### src/rtl/mccu_pkg.sv
// Shared types and helpers for the MCCU quota engine: per-core FSM encoding
// and the width of the per-core weighted event sum.
package mccu_pkg;

    typedef enum logic [1:0] {
        IDLE = 2'd0,
        RUN  = 2'd1,
        EXH  = 2'd2
    } mccu_state_e;

    // Sum of CORE_EVENTS weights never exceeds this many bits.
    function automatic int sum_width(input int weights_width, input int core_events);
        return weights_width + $clog2(core_events + 1);
    endfunction

endpackage

### src/rtl/mccu_core_slice.sv
// One monitored core: weighted event adder, stage-1 sum register, saturating
// quota register, sticky exhaustion interrupt and the IDLE/RUN/EXH state machine.
module mccu_core_slice
    import mccu_pkg::*;
#(
    parameter int DATA_WIDTH    = 32,
    parameter int WEIGHTS_WIDTH = 8,
    parameter int CORE_EVENTS   = 4
) (
    input  logic                                 clk_i,
    input  logic                                 rst_i,
    input  logic                                 act_i,
    input  logic [CORE_EVENTS-1:0]               events_i,
    input  logic [CORE_EVENTS*WEIGHTS_WIDTH-1:0] weights_i,
    input  logic                                 quota_we_i,
    input  logic [DATA_WIDTH-1:0]                quota_i,
    input  logic                                 intr_clr_i,
    output logic [DATA_WIDTH-1:0]                quota_o,
    output logic                                 intr_o,
    output logic [1:0]                           state_o
);

    localparam int SW = sum_width(WEIGHTS_WIDTH, CORE_EVENTS);
    localparam int CW = (SW > DATA_WIDTH) ? SW : DATA_WIDTH;

    logic [SW-1:0]         sum_s;
    logic [SW-1:0]         sum_r;
    logic [DATA_WIDTH-1:0] quota_r;
    logic [DATA_WIDTH-1:0] quota_nxt_s;
    logic [CW-1:0]         sum_ext_s;
    logic [CW-1:0]         quota_ext_s;
    logic [CW-1:0]         diff_s;
    logic                  ge_s;
    logic                  set_s;
    logic                  intr_r;
    logic                  intr_nxt_s;
    mccu_state_e           state_r;
    mccu_state_e           state_nxt_s;

    // Weighted sum of this cycle's event pulses.
    always_comb begin
        sum_s = {SW{1'b0}};
        for (int e = 0; e < CORE_EVENTS; e++) begin
            if (events_i[e]) begin
                sum_s = sum_s + SW'(weights_i[e*WEIGHTS_WIDTH +: WEIGHTS_WIDTH]);
            end else begin
                sum_s = sum_s;
            end
        end
    end

    assign sum_ext_s   = CW'(sum_r);
    assign quota_ext_s = CW'(quota_r);
    assign diff_s      = quota_ext_s - sum_ext_s;
    assign ge_s        = (sum_ext_s >= quota_ext_s);
    // A reload drops the pending sum entirely, so it cannot raise the interrupt either.
    assign set_s       = act_i & (sum_r != {SW{1'b0}}) & ge_s & ~quota_we_i;

    // Next quota: reload wins, otherwise saturating subtract of the registered sum.
    always_comb begin
        quota_nxt_s = quota_r;
        if (quota_we_i) begin
            quota_nxt_s = quota_i;
        end else if (ge_s) begin
            quota_nxt_s = {DATA_WIDTH{1'b0}};
        end else begin
            quota_nxt_s = DATA_WIDTH'(diff_s);
        end
    end

    // Sticky interrupt: a set in the same cycle as a clear takes precedence.
    always_comb begin
        intr_nxt_s = intr_r;
        if (set_s) begin
            intr_nxt_s = 1'b1;
        end else if (intr_clr_i) begin
            intr_nxt_s = 1'b0;
        end else begin
            intr_nxt_s = intr_r;
        end
    end

    // Per-core state machine next-state logic.
    always_comb begin
        state_nxt_s = state_r;
        case (state_r)
            IDLE: begin
                if (act_i) state_nxt_s = RUN;
                else       state_nxt_s = IDLE;
            end
            RUN: begin
                if (!act_i)     state_nxt_s = IDLE;
                else if (set_s) state_nxt_s = EXH;
                else            state_nxt_s = RUN;
            end
            EXH: begin
                if (!act_i)                                            state_nxt_s = IDLE;
                else if (quota_we_i && (quota_i != {DATA_WIDTH{1'b0}})) state_nxt_s = RUN;
                else                                                   state_nxt_s = EXH;
            end
            default: state_nxt_s = IDLE;
        endcase
    end

    // Pipeline, quota, interrupt and state registers.
    always_ff @(posedge clk_i) begin
        if (rst_i) begin
            sum_r   <= {SW{1'b0}};
            quota_r <= {DATA_WIDTH{1'b0}};
            intr_r  <= 1'b0;
            state_r <= IDLE;
        end else begin
            sum_r   <= act_i ? sum_s : {SW{1'b0}};
            quota_r <= quota_nxt_s;
            intr_r  <= intr_nxt_s;
            state_r <= state_nxt_s;
        end
    end

    assign quota_o = quota_r;
    assign intr_o  = intr_r;
    assign state_o = state_r;

endmodule

### src/rtl/mccu_quota_engine.sv
// Per-core contention-quota engine: one mccu_core_slice per core, with the
// flat PMU/register-bank buses split into per-core slices.
module mccu_quota_engine
    import mccu_pkg::*;
#(
    parameter int DATA_WIDTH    = 32,
    parameter int WEIGHTS_WIDTH = 8,
    parameter int N_CORES       = 4,
    parameter int CORE_EVENTS   = 4
) (
    input  logic                                         clk_i,
    input  logic                                         rst_i,
    input  logic                                         enable_i,
    input  logic [N_CORES-1:0]                           core_en_i,
    input  logic [N_CORES*CORE_EVENTS-1:0]               events_i,
    input  logic [N_CORES*CORE_EVENTS*WEIGHTS_WIDTH-1:0] weights_i,
    input  logic [N_CORES-1:0]                           quota_we_i,
    input  logic [N_CORES*DATA_WIDTH-1:0]                quota_i,
    input  logic [N_CORES-1:0]                           intr_clr_i,
    output logic [N_CORES*DATA_WIDTH-1:0]                quota_o,
    output logic [N_CORES-1:0]                           intr_o,
    output logic [N_CORES*2-1:0]                         state_o
);

    localparam int WPC = CORE_EVENTS * WEIGHTS_WIDTH;

    for (genvar c = 0; c < N_CORES; c++) begin : g_core
        mccu_core_slice #(
            .DATA_WIDTH    (DATA_WIDTH),
            .WEIGHTS_WIDTH (WEIGHTS_WIDTH),
            .CORE_EVENTS   (CORE_EVENTS)
        ) u_slice (
            .clk_i      (clk_i),
            .rst_i      (rst_i),
            .act_i      (enable_i & core_en_i[c]),
            .events_i   (events_i[c*CORE_EVENTS +: CORE_EVENTS]),
            .weights_i  (weights_i[c*WPC +: WPC]),
            .quota_we_i (quota_we_i[c]),
            .quota_i    (quota_i[c*DATA_WIDTH +: DATA_WIDTH]),
            .intr_clr_i (intr_clr_i[c]),
            .quota_o    (quota_o[c*DATA_WIDTH +: DATA_WIDTH]),
            .intr_o     (intr_o[c]),
            .state_o    (state_o[c*2 +: 2])
        );
    end

endmodule
### config.mk
export PLATFORM = sky130hd
export DESIGN_NAME = mccu_quota_engine
export DESIGN_NICKNAME = d
export VERILOG_FILES = /design/src/rtl/mccu_pkg.sv /design/src/rtl/mccu_core_slice.sv /design/src/rtl/mccu_quota_engine.sv
export SDC_FILE = /design/constraint.sdc
export NUM_CORES = 1
export LEC_CHECK = 0
export BUFFER_PORTS_ARGS = -buffer_cell sky130_fd_sc_hd__buf_4
export CAP_MARGIN = 20
export CORE_ASPECT_RATIO = 1.5
export CORE_MARGIN = 2
export CORE_UTILIZATION = 50
export CTS_BUF_LIST = sky130_fd_sc_hd__clkbuf_4 sky130_fd_sc_hd__clkbuf_8
export CTS_CLUSTER_DIAMETER = 100
export DETAILED_ROUTE_END_ITERATION = 16
export PLACE_DENSITY = 0.8
export SLEW_MARGIN = 40
export SYNTH_ARGS = -nofsm -noshare
export SYNTH_HDL_FRONTEND = slang
export SYNTH_SLANG_ARGS = --single-unit
### constraint.sdc
create_clock -name clk_i -period 4.6 [get_ports clk_i]
set_input_delay 0.69 -clock clk_i [delete_from_list [all_inputs] [get_ports clk_i]]
set_output_delay 0.69 -clock clk_i [all_outputs]
set_load 0.02 [all_outputs]
==> results.sh <==
export IMPL_status="complete, no violations"
export IMPL_ys_seq_area_share_pct=24.6
export IMPL_met3_usage_pct=5.24
export IMPL_fp_coreArea_sq_um=29500
export IMPL_p_seq_share_pct=29.5
export IMPL_dr_total_vias=16000
export IMPL_synth_cell_types=82
export IMPL_grt_antenna_before_repair=2
export IMPL_synth_xor_area_share_pct=10.0
export IMPL_die_y_um=216
export IMPL_yosysMostFrequentCell="nor2_1"
export IMPL_cts_buffers=17
export IMPL_grt_max_degree=36
export IMPL_postCtsSetupRepairBufs=0
export IMPL_clkSlewWorstSetupHoldPaths_ns=0.11
export IMPL_synth_cells_most_frequent="nor2_1, dfxtp_1, nand2_1, ha_1, o21ai_0"
export IMPL_synth_cells=1908
export IMPL_cts_tree="done"
export IMPL_routed_wl_um=48700
export IMPL_grt_pass1_vias=16100
export IMPL_wire_per_inst_um=17.6
export IMPL_p_comb_share_pct=53.5
export IMPL_yosys_area_share_adder_pct=13.6
export IMPL_seqCellArea_sq_um=3680
export IMPL_cellLeakagePower_nw=8.70
export IMPL_worst_setup_path_type="input pin to register"
export IMPL_total_power_w=0.00669
export IMPL_yosysWarnings=0
export IMPL_cts_root_buf="clkbuf_8"
export IMPL_synth_seq_cells=184
export IMPL_syn_nets=2347
export IMPL_io_buffer_count=426
export IMPL_utilization_pct=65.5
export IMPL_dp_hpwl_um=40500
export IMPL_yosys_top_cells_area="dfxtp_1, ha_1, xnor2_1, nor2_1, o21ai_0"
export IMPL_busiest_layer="met2"
export IMPL_synth_top_area_cell="dfxtp_1"
export IMPL_fillers=2584
export IMPL_ir_drop_mv=0.201
export IMPL_vias_per_cell=5.77
export IMPL_setup_violations=0
export IMPL_clock_path_buffers=2
export IMPL_clock_skew_ns=0.0194
export IMPL_drt_pass1_iter_count=7
export IMPL_setup_slack_ns=0.233
export IMPL_power_clock_fraction_pct=17.1
export IMPL_p_int_w=0.00390
export IMPL_synth_top_cell_area_share_pct=24.6
export IMPL_ant_nets=0
export IMPL_tritoncts_num_sinks=184
export IMPL_crit_path_start_kind="input pin"
export IMPL_p_sw_share_pct=41.7
export IMPL_synth_compound_area_share_pct=22.6
export IMPL_grt_usage_pct=30.5
export IMPL_critical_path_arrival_ns=4.79
export IMPL_htreeDepth=4
export IMPL_max_slew_worst_pin_slew_ns=0.755
export IMPL_die_w_um=145
export IMPL_grt_pass1_wl_um=78600
export IMPL_synth_top_family_by_area="compound AO/OA/AOI/OAI gates"
export IMPL_multi_input_comb_area_sq_um=10700
export IMPL_io_pins=427
export IMPL_synth_flop_cell="dfxtp_1"
export IMPL_hold_class="input pin to register"
export IMPL_muxShareOfSynthArea_pct=2.48
export IMPL_die_area_sq_um=31400
export IMPL_gp_congestion=0.948
export IMPL_crit_path_end_kind="register"
export IMPL_crit_required_ns=5.02
export IMPL_report_final_hold_viol_count=0
export IMPL_clock_latency_ns=0.52
export IMPL_powerDensity_nw_per_um2=346
export IMPL_synth_simple_area_share_pct=22.5
export IMPL_cp_max_fo=4
export IMPL_slew_violations=0
export IMPL_place_area_sq_um=18900
export IMPL_synth_edf_count=0
export IMPL_start_util_pct=50.9
export IMPL_power_switching_w=0.00279
export IMPL_clock_fmax_mhz=229
export IMPL_drv_cap=0
export IMPL_drc=0
export IMPL_design_area_sq_um=19300
export IMPL_pre_cts_ws_ns=-0.347
export IMPL_synth_area_per_cell_sq_um=7.86
export IMPL_cts_resized=0
export IMPL_async_reset_ff_share_pct=0
export IMPL_num_rows=77
export IMPL_ctsHoldBuffers=0
export IMPL_period_minus_slack_ns=4.37
export IMPL_fin_nets=2794
export IMPL_min_period_over_period_pct=94.9
export IMPL_drt_iter0_markers=893
export IMPL_grt_remaining_overflow=0
export IMPL_maxSlewHeadroom_pct=49.2
export IMPL_use_met1_pct=31.4
export IMPL_hold_slack_ns=0.369
export IMPL_syn2layout_area_growth_pct=28.9
export IMPL_grtUsageMet2_pct=57.3
export IMPL_syn_cell_area_sq_um=15000
export IMPL_drive_gt1_share_pct=25.2
-- area by class of cell --
type / instances / share of cell area [%]
Multi-Input combinational cell: 1566 / 55.5
Sequential cell: 184 / 19.1
Timing Repair Buffer: 485 / 18.8
Tap cell: 395 / 2.56
Inverter: 101 / 1.96
Clock buffer: 18 / 1.28
Clock inverter: 14 / 0.809
Antenna cell: 2 / 0.0259
-- worst max-delay path, cell delays in order --
cell      delay, ns
buf_4          0.12
and2_1         0.14
ha_1           0.21
inv_2          0.07
fa_2           0.21
inv_1          0.05
a21o_1         0.15
maj3_2         0.32
xnor2_1        0.14
a21oi_1        0.10
ha_1           0.34
o21a_1         0.13
o31a_1         0.15
a211oi_1       0.06
or2_2          0.28
ha_2           0.19
or4_4          0.53
a31oi_4        0.22
nor2b_1        0.07
o21a_1         0.20
a21o_1         0.18
a221oi_1       0.24
-- final timing paths --
path | startpoint | end | slack (ns) | depth (start not counted)
min reg2reg | g_core[0].u_slice.intr_o | g_core[0].u_slice.intr_o | 0.48 | 2
max | events_i[12] | g_core[3].u_slice.sum_r[9] | 0.23 | 22
min | quota_i[60] | g_core[1].u_slice.quota_o[28] | 0.37 | 3
max reg2reg | g_core[2].u_slice.quota_o[0] | g_core[2].u_slice.quota_o[26] | 0.98 | 11
-- per-stage QoR --
step	instances	TNS, ns
final	2765	0
after global routing	2765	-0.00510
after CTS	2763	0
after detailed placement	2731	-1.27
after global placement	2731	-0.518
after floorplan	1908	0
-- power by group through the flow --
stage / Combinational [W] / Sequential [W] / Clock [W]
finish: 0.00358 / 0.00197 / 0.00114
global route: 0.00393 / 0.00199 / 0.00122
CTS: 0.00354 / 0.00197 / 0.00116
detailed placement: 0.00352 / 0.00200 / 0
global placement: 0.00341 / 0.00200 / 0
floorplan: 0.00224 / 0.00214 / 0
-- sequential cells by signal (all words and copies together) (netlist names) --
signal,cells
g_core.u_slice.sum_r,44
g_core.u_slice.state_o,8
g_core.u_slice.quota_o,128
g_core.u_slice.intr_o,4
-- cells by family (layout without fill, tap and decap cells) --
kind of cell / after synthesis / after routing
flops: 184 / 184
other cells: 0 / 2
buf+inv: 158 / 618
xor+xnor: 172 / 172
simple gates: 690 / 690
fa+ha+maj: 153 / 153
compound gates: 516 / 516
mux: 35 / 35
-- layer usage --
metal / up-vias / part of all wire (%) / wire length (um)
met5: - / 0 / 0
met4: 0 / 5.7 / 2780
met3: 169 / 5.8 / 2810
met2: 599 / 52 / 25400
met1: 7445 / 36 / 17800
li1: 7745 / - / -
-- placed cells by master (no fill, tap or decap), drive strengths merged, types with 9 or more instances in the layout --
cell    instances
o41ai           9
a21oi         109
a31oi          11
nand4          16
o21a           38
nand2b         22
xnor2         102
nand2         170
inv           107
o31ai          10
and2           27
nand3          28
a211oi         40
buf           485
o21ai         157
clkbuf         18
nor3           60
dfxtp         184
a22oi          24
xor2           70
a21o           47
nor4           55
nor2          204
ha            136
or3            28
mux2           17
nor2b          36
or2            11
fa             16
mux2i          18
Power figures use the tool's default switching activity.
